==> config.mk <==
export PLATFORM = sky130hd
export DESIGN_NAME = sram_mem_controller
export DESIGN_NICKNAME = d
export VERILOG_FILES = /design/src/rtl/sram_mem_controller.sv
export SDC_FILE = /design/constraint.sdc
export NUM_CORES = 1
export LEC_CHECK = 0
export BUFFER_PORTS_ARGS = -buffer_cell sky130_fd_sc_hd__clkbuf_2
export CAP_MARGIN = 5
export CORE_MARGIN = 5
export CORE_UTILIZATION = 56
export CTS_CLUSTER_DIAMETER = 30
export CTS_CLUSTER_SIZE = 30
export DETAILED_ROUTE_END_ITERATION = 7
export GPL_TIMING_DRIVEN = 0
export PLACE_DENSITY = 0.91
export SKIP_LAST_GASP = 1
export SYNTH_ARGS = -nofsm -noshare
export SYNTH_HDL_FRONTEND = slang
export SYNTH_SLANG_ARGS = --single-unit
==> constraint.sdc <==
create_clock -name clk -period 5.3 [get_ports clk]
set_input_delay 0.795 -clock clk [delete_from_list [all_inputs] [get_ports clk]]
set_output_delay 0.795 -clock clk [all_outputs]
set_load 0.05 [all_outputs]
==> src/rtl/sram_mem_controller.sv <==
// sram_mem_controller
// Bridges the MEM stage's 32-bit word loads/stores onto an external 16-bit
// asynchronous SRAM as two sequenced half-word cycles (low half first).
// Each half-word phase is held for WAIT_CYCLES+1 clocks. ready stays low
// while an access is in flight, so the top level can freeze the pipeline.
// All SRAM-facing outputs are registered.
//
// Optional build macro: SRAM_ADDR_CHECK_EN
//   Adds the addr_error output. Out-of-range requests finish in DONE without
//   any SRAM cycles. Without the macro, addresses wrap modulo the SRAM size.
module sram_mem_controller #(
    parameter int ADDRESS_LEN   = 32,
    parameter int DATA_LEN      = 32,
    parameter int SRAM_ADDR_LEN = 18,
    parameter int SRAM_DATA_LEN = 16,
    parameter int BASE_ADDR     = 1024,
    parameter int WAIT_CYCLES   = 1
) (
    input  logic                     clk,
    input  logic                     rst,
    input  logic                     rd_en,
    input  logic                     wr_en,
    input  logic [ADDRESS_LEN-1:0]   address,
    input  logic [DATA_LEN-1:0]      write_data,
    output logic [DATA_LEN-1:0]      read_data,
    output logic                     ready,
    output logic [SRAM_ADDR_LEN-1:0] sram_addr,
    output logic [SRAM_DATA_LEN-1:0] sram_dq_out,
    input  logic [SRAM_DATA_LEN-1:0] sram_dq_in,
    output logic                     sram_dq_oe,
    output logic                     sram_we_n,
    output logic                     sram_oe_n
`ifdef SRAM_ADDR_CHECK_EN
    ,
    output logic                     addr_error
`endif
);

    // One SRAM address bit selects the half-word, the rest index the word.
    localparam int WORD_LEN = SRAM_ADDR_LEN - 1;
    localparam int HALF     = SRAM_DATA_LEN;

    localparam logic [ADDRESS_LEN-1:0] BASE     = ADDRESS_LEN'(BASE_ADDR);
    localparam logic [2:0]             LAST_CNT = 3'(WAIT_CYCLES);

    typedef enum logic [2:0] {
        IDLE,
        RD_LO,
        RD_HI,
        WR_LO,
        WR_HI,
        DONE
    } state_t;

    state_t                   state_q;
    logic [2:0]               cnt_q;
    logic [WORD_LEN-1:0]      word_q;
    logic [DATA_LEN-1:0]      wdata_q;
    logic [HALF-1:0]          lo_q;
    logic [DATA_LEN-1:0]      read_data_q;
    logic [SRAM_ADDR_LEN-1:0] sram_addr_q;
    logic [SRAM_DATA_LEN-1:0] sram_dq_out_q;
    logic                     sram_dq_oe_q;
    logic                     sram_we_n_q;
    logic                     sram_oe_n_q;
`ifdef SRAM_ADDR_CHECK_EN
    logic                     addr_error_q;
`endif

    logic [ADDRESS_LEN-1:0]   offset_d;
    logic [WORD_LEN-1:0]      word_d;
    logic                     addr_bad_d;
    logic                     last_d;
    logic                     we_hold_d;
    logic                     unused_addr_bits;

    // Translate the CPU byte address into a (wrapping) SRAM word index.
    always_comb begin
        offset_d = address - BASE;
        word_d   = offset_d[WORD_LEN+1:2];
`ifdef SRAM_ADDR_CHECK_EN
        // Below the base, or beyond the last word the SRAM can hold.
        addr_bad_d = (address < BASE) || (|offset_d[ADDRESS_LEN-1:WORD_LEN+2]);
`else
        addr_bad_d = 1'b0;
`endif
    end

    // Byte-lane bits and the wrapped-away upper bits are deliberately dropped.
    assign unused_addr_bits = ^{offset_d[1:0], offset_d[ADDRESS_LEN-1:WORD_LEN+2]};

    // Phase timing: last cycle of a phase, and whether the next cycle is the
    // write hold cycle (we_n released while address and data stay put).
    always_comb begin
        last_d    = (cnt_q == LAST_CNT);
        we_hold_d = ((cnt_q + 3'd1) == LAST_CNT);
    end

    // Freeze request: only IDLE without a request and the DONE cycle are ready.
    always_comb begin
        ready = 1'b0;
        case (state_q)
            IDLE:    ready = !(rd_en || wr_en);
            DONE:    ready = 1'b1;
            default: ready = 1'b0;
        endcase
    end

    // Access sequencer with registered SRAM strobes, address and data.
    always_ff @(posedge clk or negedge rst) begin
        if (!rst) begin
            state_q       <= IDLE;
            cnt_q         <= '0;
            word_q        <= '0;
            wdata_q       <= '0;
            lo_q          <= '0;
            read_data_q   <= '0;
            sram_addr_q   <= '0;
            sram_dq_out_q <= '0;
            sram_dq_oe_q  <= 1'b0;
            sram_we_n_q   <= 1'b1;
            sram_oe_n_q   <= 1'b1;
`ifdef SRAM_ADDR_CHECK_EN
            addr_error_q  <= 1'b0;
`endif
        end else begin
            case (state_q)
                IDLE: begin
                    cnt_q <= '0;
                    if ((wr_en || rd_en) && addr_bad_d) begin
                        // Rejected request: no SRAM cycles, a read returns zero.
                        state_q <= DONE;
                        if (!wr_en) begin
                            read_data_q <= '0;
                        end
`ifdef SRAM_ADDR_CHECK_EN
                        addr_error_q <= 1'b1;
`endif
                    end else if (wr_en) begin
                        // Stores win over loads when both are requested.
                        state_q       <= WR_LO;
                        word_q        <= word_d;
                        wdata_q       <= write_data;
                        sram_addr_q   <= {word_d, 1'b0};
                        sram_dq_out_q <= write_data[HALF-1:0];
                        sram_dq_oe_q  <= 1'b1;
                        sram_we_n_q   <= 1'b0;
                    end else if (rd_en) begin
                        state_q     <= RD_LO;
                        word_q      <= word_d;
                        sram_addr_q <= {word_d, 1'b0};
                        sram_oe_n_q <= 1'b0;
                    end
                end

                WR_LO: begin
                    if (last_d) begin
                        state_q       <= WR_HI;
                        cnt_q         <= '0;
                        sram_addr_q   <= {word_q, 1'b1};
                        sram_dq_out_q <= wdata_q[DATA_LEN-1:HALF];
                        sram_we_n_q   <= 1'b0;
                    end else begin
                        cnt_q       <= cnt_q + 3'd1;
                        sram_we_n_q <= we_hold_d;
                    end
                end

                WR_HI: begin
                    if (last_d) begin
                        state_q      <= DONE;
                        cnt_q        <= '0;
                        sram_dq_oe_q <= 1'b0;
                        sram_we_n_q  <= 1'b1;
                    end else begin
                        cnt_q       <= cnt_q + 3'd1;
                        sram_we_n_q <= we_hold_d;
                    end
                end

                RD_LO: begin
                    if (last_d) begin
                        // Low half is staged so read_data only changes once the
                        // whole word is in.
                        state_q     <= RD_HI;
                        cnt_q       <= '0;
                        lo_q        <= sram_dq_in;
                        sram_addr_q <= {word_q, 1'b1};
                    end else begin
                        cnt_q <= cnt_q + 3'd1;
                    end
                end

                RD_HI: begin
                    if (last_d) begin
                        state_q     <= DONE;
                        cnt_q       <= '0;
                        read_data_q <= {sram_dq_in, lo_q};
                        sram_oe_n_q <= 1'b1;
                    end else begin
                        cnt_q <= cnt_q + 3'd1;
                    end
                end

                DONE: begin
                    // Pipeline advances on this edge; next request is new.
                    state_q <= IDLE;
                    cnt_q   <= '0;
`ifdef SRAM_ADDR_CHECK_EN
                    addr_error_q <= 1'b0;
`endif
                end

                default: begin
                    state_q <= IDLE;
                end
            endcase
        end
    end

    assign read_data   = read_data_q;
    assign sram_addr   = sram_addr_q;
    assign sram_dq_out = sram_dq_out_q;
    assign sram_dq_oe  = sram_dq_oe_q;
    assign sram_we_n   = sram_we_n_q;
    assign sram_oe_n   = sram_oe_n_q;
`ifdef SRAM_ADDR_CHECK_EN
    assign addr_error  = addr_error_q;
`endif

endmodule

==> results_dict.tcl, run 1 <==
set metrics [dict create \
    yosysMostFrequentCell "dfrtp_1" \
    fin_nets 662 \
    end_kind "primary output" \
    grt_max_degree 75 \
    crit_chain "buf_2 > buf_1 > nand2_1 > a21oi_1 > clkbuf_2" \
    cp_slowest_cell "buf_1" \
    hold_path_class "in -> async" \
    grt.total_usage_pct 22.1 \
    final_cells 701 \
    initial_core_util_pct 57.3 \
    grt_pass1_wl_mm 20.1 \
    fp.dieW_um 107 \
    insertion_delay_ns 0.50 \
    post-cts-setup-buffers 0 \
    synth_warnings 0 \
    drive_above_1_share_pct 45.3 \
    first_pass_iters 6 \
    synth_nets 504 \
    numPortBuffers 138 \
    finalSetupViolations 0 \
    critPathMaxFanout 10 \
    holdBufCountCts 0 \
    dp_cells 669 \
    rsz0062_at_grt "false" \
    drt_iter0_drc 208 \
    synth-seq-cells 124 \
    layout_worst_path_cycle_share_pct 51.5 \
    cts_tree "built" \
    cellPowerDensity_mw_per_mm2 802 \
    p_leak_nw 3.29 \
    start_kind "register" \
    wl_mm 11.9 \
    synth_top_area_cell "dfrtp_1" \
    relSlewSlack_pct 58.8 \
    fin_util_pct 73.9 \
    vias_per_cell 5.41 \
    synth_top_area_share_pct 57.9 \
    cts.sinks 124 \
    clockBufferDepth 2 \
    place_area_mm2 0.00614 \
    ctsResizeCount 0 \
    worstMarginPinSlew_ns 0.616 \
    grt_overflow 0 \
    dp_hpwl_mm 8.38 \
    finalClockSkew_ns 0.00826 \
    synth.distinct_cells 42 \
    clock-root-buffer "clkbuf_8" \
    fin_ws_ns 2.57 \
    yosysSeqAreaShare_pct 58.9 \
    status "completed" \
    maxCapViolations 0 \
    clock.fmax_mhz 366 \
    wl_per_cell_um 16.9 \
    fin_crit_ns 2.73 \
    synth_edf_count 0 \
    synth_area_leaders "dfrtp_1 (58%), mux2_2 (14%), mux2i_1 (4.6%), nand2_1 (2.7%), mux2_1 (2.6%)" \
    first_global_vias 4135 \
    required_ns 4.51 \
    clk_pin_slew_ns 0.06 \
    antenna_cells 0 \
    async_flop_share_pct 100 \
    ys.flop_type "dfrtp_1" \
    synth_commonest_cells "dfrtp_1 (122), mux2_2 (65), nand2_1 (38), nor2_1 (34), mux2i_1 (24)" \
    slew_viol_final 0 \
    rows 35 \
    critPathKind "reg -> out" \
    fillers 617 \
    cts_htree_levels 4 \
    hold_viol 0 \
    pin_count 154 \
    die-height_um 107 \
    ant_nets 0 \
    syn_area_mm2 0.00527 \
    core-area_mm2 0.00920 \
    tns_ns 0 \
    pre_cts_slack_ns 2.79 \
    gp_congestion 0.843 \
    cp_data_arrival_time_ns 1.94 \
    area_growth_syn_to_layout_pct 28.8 \
    cpPeakStageDelay_ns 0.36 \
    vias 3793 \
    dieArea_mm2 0.0115 \
    p_total_mw 5.45 \
    numCtsBuffers 17 \
    stdcell_area_mm2 0.00679 \
    vdd_drop_max_v 0.000445 \
    antenna_found_initial 0 \
    hold_ws_ns 0.240 \
    postSynthAreaPerCell_um2 12.6 \
    drcViolationCount 0 \
    synth_cells 419 \
]
[cell families after synthesis]
kind of cell | after synthesis | share of synthesized area [%]
xor+xnor | 7 | 1.16
simple gates | 97 | 9.16
mux | 101 | 21.0
flops | 124 | 58.9
buf+inv | 28 | 2.94
compound gates | 61 | 6.58
fa+ha+maj | 1 | 0.237
[placed cells by master, fill, tap and decap left out, types with 4 or more instances in the layout]
cell type and instances:
a31oi_1 11, mux2_2 65, mux2i_1 24, o21ai_0 20
nor3_1 4, buf_2 16, bufinv_16 5, buf_4 4
clkbuf_16 16, clkbuf_2 137, a21oi_1 21, dfrtp_1 122
nor2_1 34, xnor2_1 6, nand2b_1 4, clkbuf_8 4
nand2_1 38, mux2_1 12
[flip-flops by register name (all words and copies together), names as in the netlist]
signal / cells
cnt_q: 3
lo_q: 16
read_data: 32
sram_addr: 18
sram_dq_oe: 1
sram_dq_out: 16
sram_oe_n: 1
sram_we_n: 1
state_q: 3
wdata_q: 16
word_q: 17
[where the power goes]
part	internal [mW]	total [mW]	switching (mW)
Clock	0.840	1.26	0.420
Combinational	0.793	2.51	1.71
Sequential	1.43	1.68	0.252
Total	3.07	5.45	2.38
[final timing paths]
check                      cells after the start  slack (ns)       endpoint  startpoint
hold / removal                                 1        0.24  read_data[31]         rst
min in group clk                               1        0.48     sram_dq_oe  sram_dq_oe
max in group asynchronous                      2        4.32      sram_oe_n         rst
hold reg to reg                                1        0.48     sram_dq_oe  sram_dq_oe
setup reg to reg                               6        3.26       lo_q[13]    cnt_q[1]
setup / recovery                               5        2.57          ready  state_q[2]
[per-layer routing]
| layer | up-vias | wire (um) | share of wire, % | track usage, % |
|---|---|---|---|---|
| met4 | 0 | 197 | 1.7 | 7.85 |
| li1 | 1788 | - | - | - |
| met1 | 1865 | 4820 | 41 | 25.9 |
| met5 | - | 0 | 0 | 0 |
| met3 | 14 | 643 | 5.4 | 5.42 |
| met2 | 126 | 6210 | 52 | 39.1 |
[worst max-delay path, delay by kind of cell, from the launching register on]
family | cells | cell delay (ns)
and+or+nand+nor | 1 | 0.09
DFF | 1 | 0.32
buffers and inverters | 3 | 0.86
AOI/OAI and AO/OA | 1 | 0.17
[area by class of cell]
type	instances	area, um2	area share [%]
Sequential cell	124	3110	45.7
Tap cell	111	139	2.04
Buffer	25	144	2.12
Multi-Input combinational cell	267	2010	29.6
Timing Repair Buffer	139	727	10.7
Clock inverter	13	213	3.13
Clock buffer	19	442	6.50
Inverter	3	11.3	0.166
(Power assumes the default switching activity.)
==> run 2, diff against run 1 <==
CORE_UTILIZATION = 52   (was 56)
PLACE_DENSITY = 0.86   (was 0.91)
clock period = 2.8 ns   (was 5.3 ns; I/O delays follow)
==> results_dict.tcl, run 2 (synthesis gave the netlist of run 1 again) <==
set metrics [dict create \
    fin_ws_ns 0.472 \
    rsz0062_at_grt "false" \
    finalClockSkew_ns 0.00856 \
    ant_nets 0 \
    grt_max_degree 67 \
    numCtsBuffers 17 \
    clk_pin_slew_ns 0.06 \
    status "completed" \
    seq_power_share_pct 31.3 \
    maxCapViolations 0 \
    numPortBuffers 138 \
    vias 3884 \
    grt_pass1_wl_mm 20.8 \
    final_cell_mix "clkbuf_2 (137), dfrtp_1 (122), mux2_2 (65), nand2_1 (38), nor2_1 (34)" \
    wl_per_cell_um 17.2 \
    routed.top_layer "met4" \
    hold_viol 0 \
    cts.sinks 124 \
    vias_per_cell 5.36 \
    cp_data_arrival_time_ns 1.91 \
    power.switching_mw 4.58 \
    clock.fmax_mhz 430 \
    wl_mm 12.5 \
    clock-root-buffer "clkbuf_8" \
    cellPowerDensity_mw_per_mm2 1500 \
    layout_commonest_cell "clkbuf_2" \
    start_kind "register" \
    p_int_mw 5.62 \
    critPathKind "reg -> out" \
    first_pass_iters 4 \
    required_ns 2.38 \
    hold_path_class "in -> reg" \
    drt_iter0_drc 139 \
    dp_hpwl_mm 8.77 \
    p_comb_share_pct 46.8 \
    cts_htree_levels 4 \
    p_leak_nw 3.27 \
    dieArea_mm2 0.0123 \
    insertion_delay_ns 0.51 \
    pin_count 154 \
    worstMarginPinSlew_ns 0.620 \
    vdd_drop_max_v 0.000846 \
    clockBufferDepth 2 \
    area_growth_syn_to_layout_pct 28.7 \
    p_sw_share_pct 44.9 \
    cts_tree "built" \
    end_kind "primary output" \
    gp_congestion 0.829 \
    fp.dieW_um 111 \
    pre_cts_slack_ns 0.793 \
    tns_ns 0 \
    fillers 719 \
    die-height_um 111 \
    antenna_found_initial 0 \
    layout_worst_path_cycle_share_pct 83.1 \
    drcViolationCount 0 \
    grt.total_usage_pct 21.0 \
    fin_nets 663 \
    dr_wl_met3_um 862 \
    relSlewSlack_pct 58.5 \
    first_global_vias 4303 \
    initial_core_util_pct 53.7 \
    largest_register_ffs 32 \
    met1_length_mm 4.93 \
    core-area_mm2 0.00982 \
    critPathMaxFanout 10 \
    met2_wirelength_mm 6.44 \
    drive_above_1_share_pct 45.2 \
    finalSetupViolations 0 \
    post-cts-setup-buffers 0 \
    slew_viol_final 0 \
    pwr-share-clk_pct 21.8 \
    rows 36 \
    fin_crit_ns 2.33 \
    antenna_cells 0 \
    grt_overflow 0 \
]
[run 2: changes by cell type in the layout (fill, tap and decap cells not counted), sizes merged]
cell / delta
bufinv: -2
inv: -2
clkinvlp: +2
dlygate4sd3: +1
clkinv: +2
[run 2: layer usage]
layer / global-route usage, % / vias to the layer above
li1: - / 1790
met1: 23.8 / 1923
met2: 36.2 / 148
met3: 7.10 / 23
met4: 8.95 / 0
met5: 0 / -
[run 2: power by group through the flow]
| stage | Sequential (mW) | Clock [mW] | Combinational [mW] |
|---|---|---|---|
| after floorplan | 4.84 | 0 | 1.93 |
| after global placement | 3.14 | 0 | 4.61 |
| after detailed placement | 3.20 | 0 | 4.78 |
| after CTS | 3.19 | 2.27 | 4.81 |
| after global routing | 3.30 | 2.34 | 5.09 |
| final | 3.20 | 2.23 | 4.77 |
[run 2: worst paths after layout]
check | depth (start not counted) | slack, ns | to | start
worst max-delay path | 5 | 0.47 | ready | state_q[2]
worst min-delay path | 2 | 0.14 | wdata_q[16] | write_data[16]
worst max register to register | 6 | 0.78 | lo_q[10] | cnt_q[1]
worst min register to register | 1 | 0.48 | lo_q[9] | lo_q[9]
max in group asynchronous | 3 | 1.63 | sram_oe_n | rst
min in group asynchronous | 2 | 0.45 | read_data[31] | rst
[run 2: stage by stage]
step / power (mW) / utilization (%) / instance area (um2) / hold WS [ns] / cells
after floorplan: 6.76 / - / 5270 / 0.124 / 419
after global placement: 7.75 / 62.4 / 6130 / 0.461 / 690
after detailed placement: 7.98 / 62.8 / 6160 / 0.419 / 691
after CTS: 10.3 / 69.1 / 6780 / 0.111 / 724
after global routing: 10.7 / 69.1 / 6780 / 0.117 / 724
final: 10.2 / 69.1 / 6780 / 0.139 / 724
[run 2: repair_timing]
action,CTS,global route
endpoints found under the hold margin,58,0
gates resized for setup,0,0
hold buffers,1,0
[run 2: area by class of cell]
class                           instances  area, um2  share of cell area, %
Clock inverter                         13        168                   2.47
Buffer                                 25        144                   2.12
Clock buffer                           19        442                   6.51
Timing Repair Buffer                  140        737                   10.9
Multi-Input combinational cell        267       2010                   29.6
Tap cell                              133        166                   2.45
Inverter                                3       11.3                  0.166
Sequential cell                       124       3110                   45.8
[run 2: critical path: stages (launching register included)]
cell	delay, ns
dfrtp_1	0.31
buf_2	0.20
buf_1	0.33
nand2_1	0.09
a21oi_1	0.15
clkbuf_2	0.31
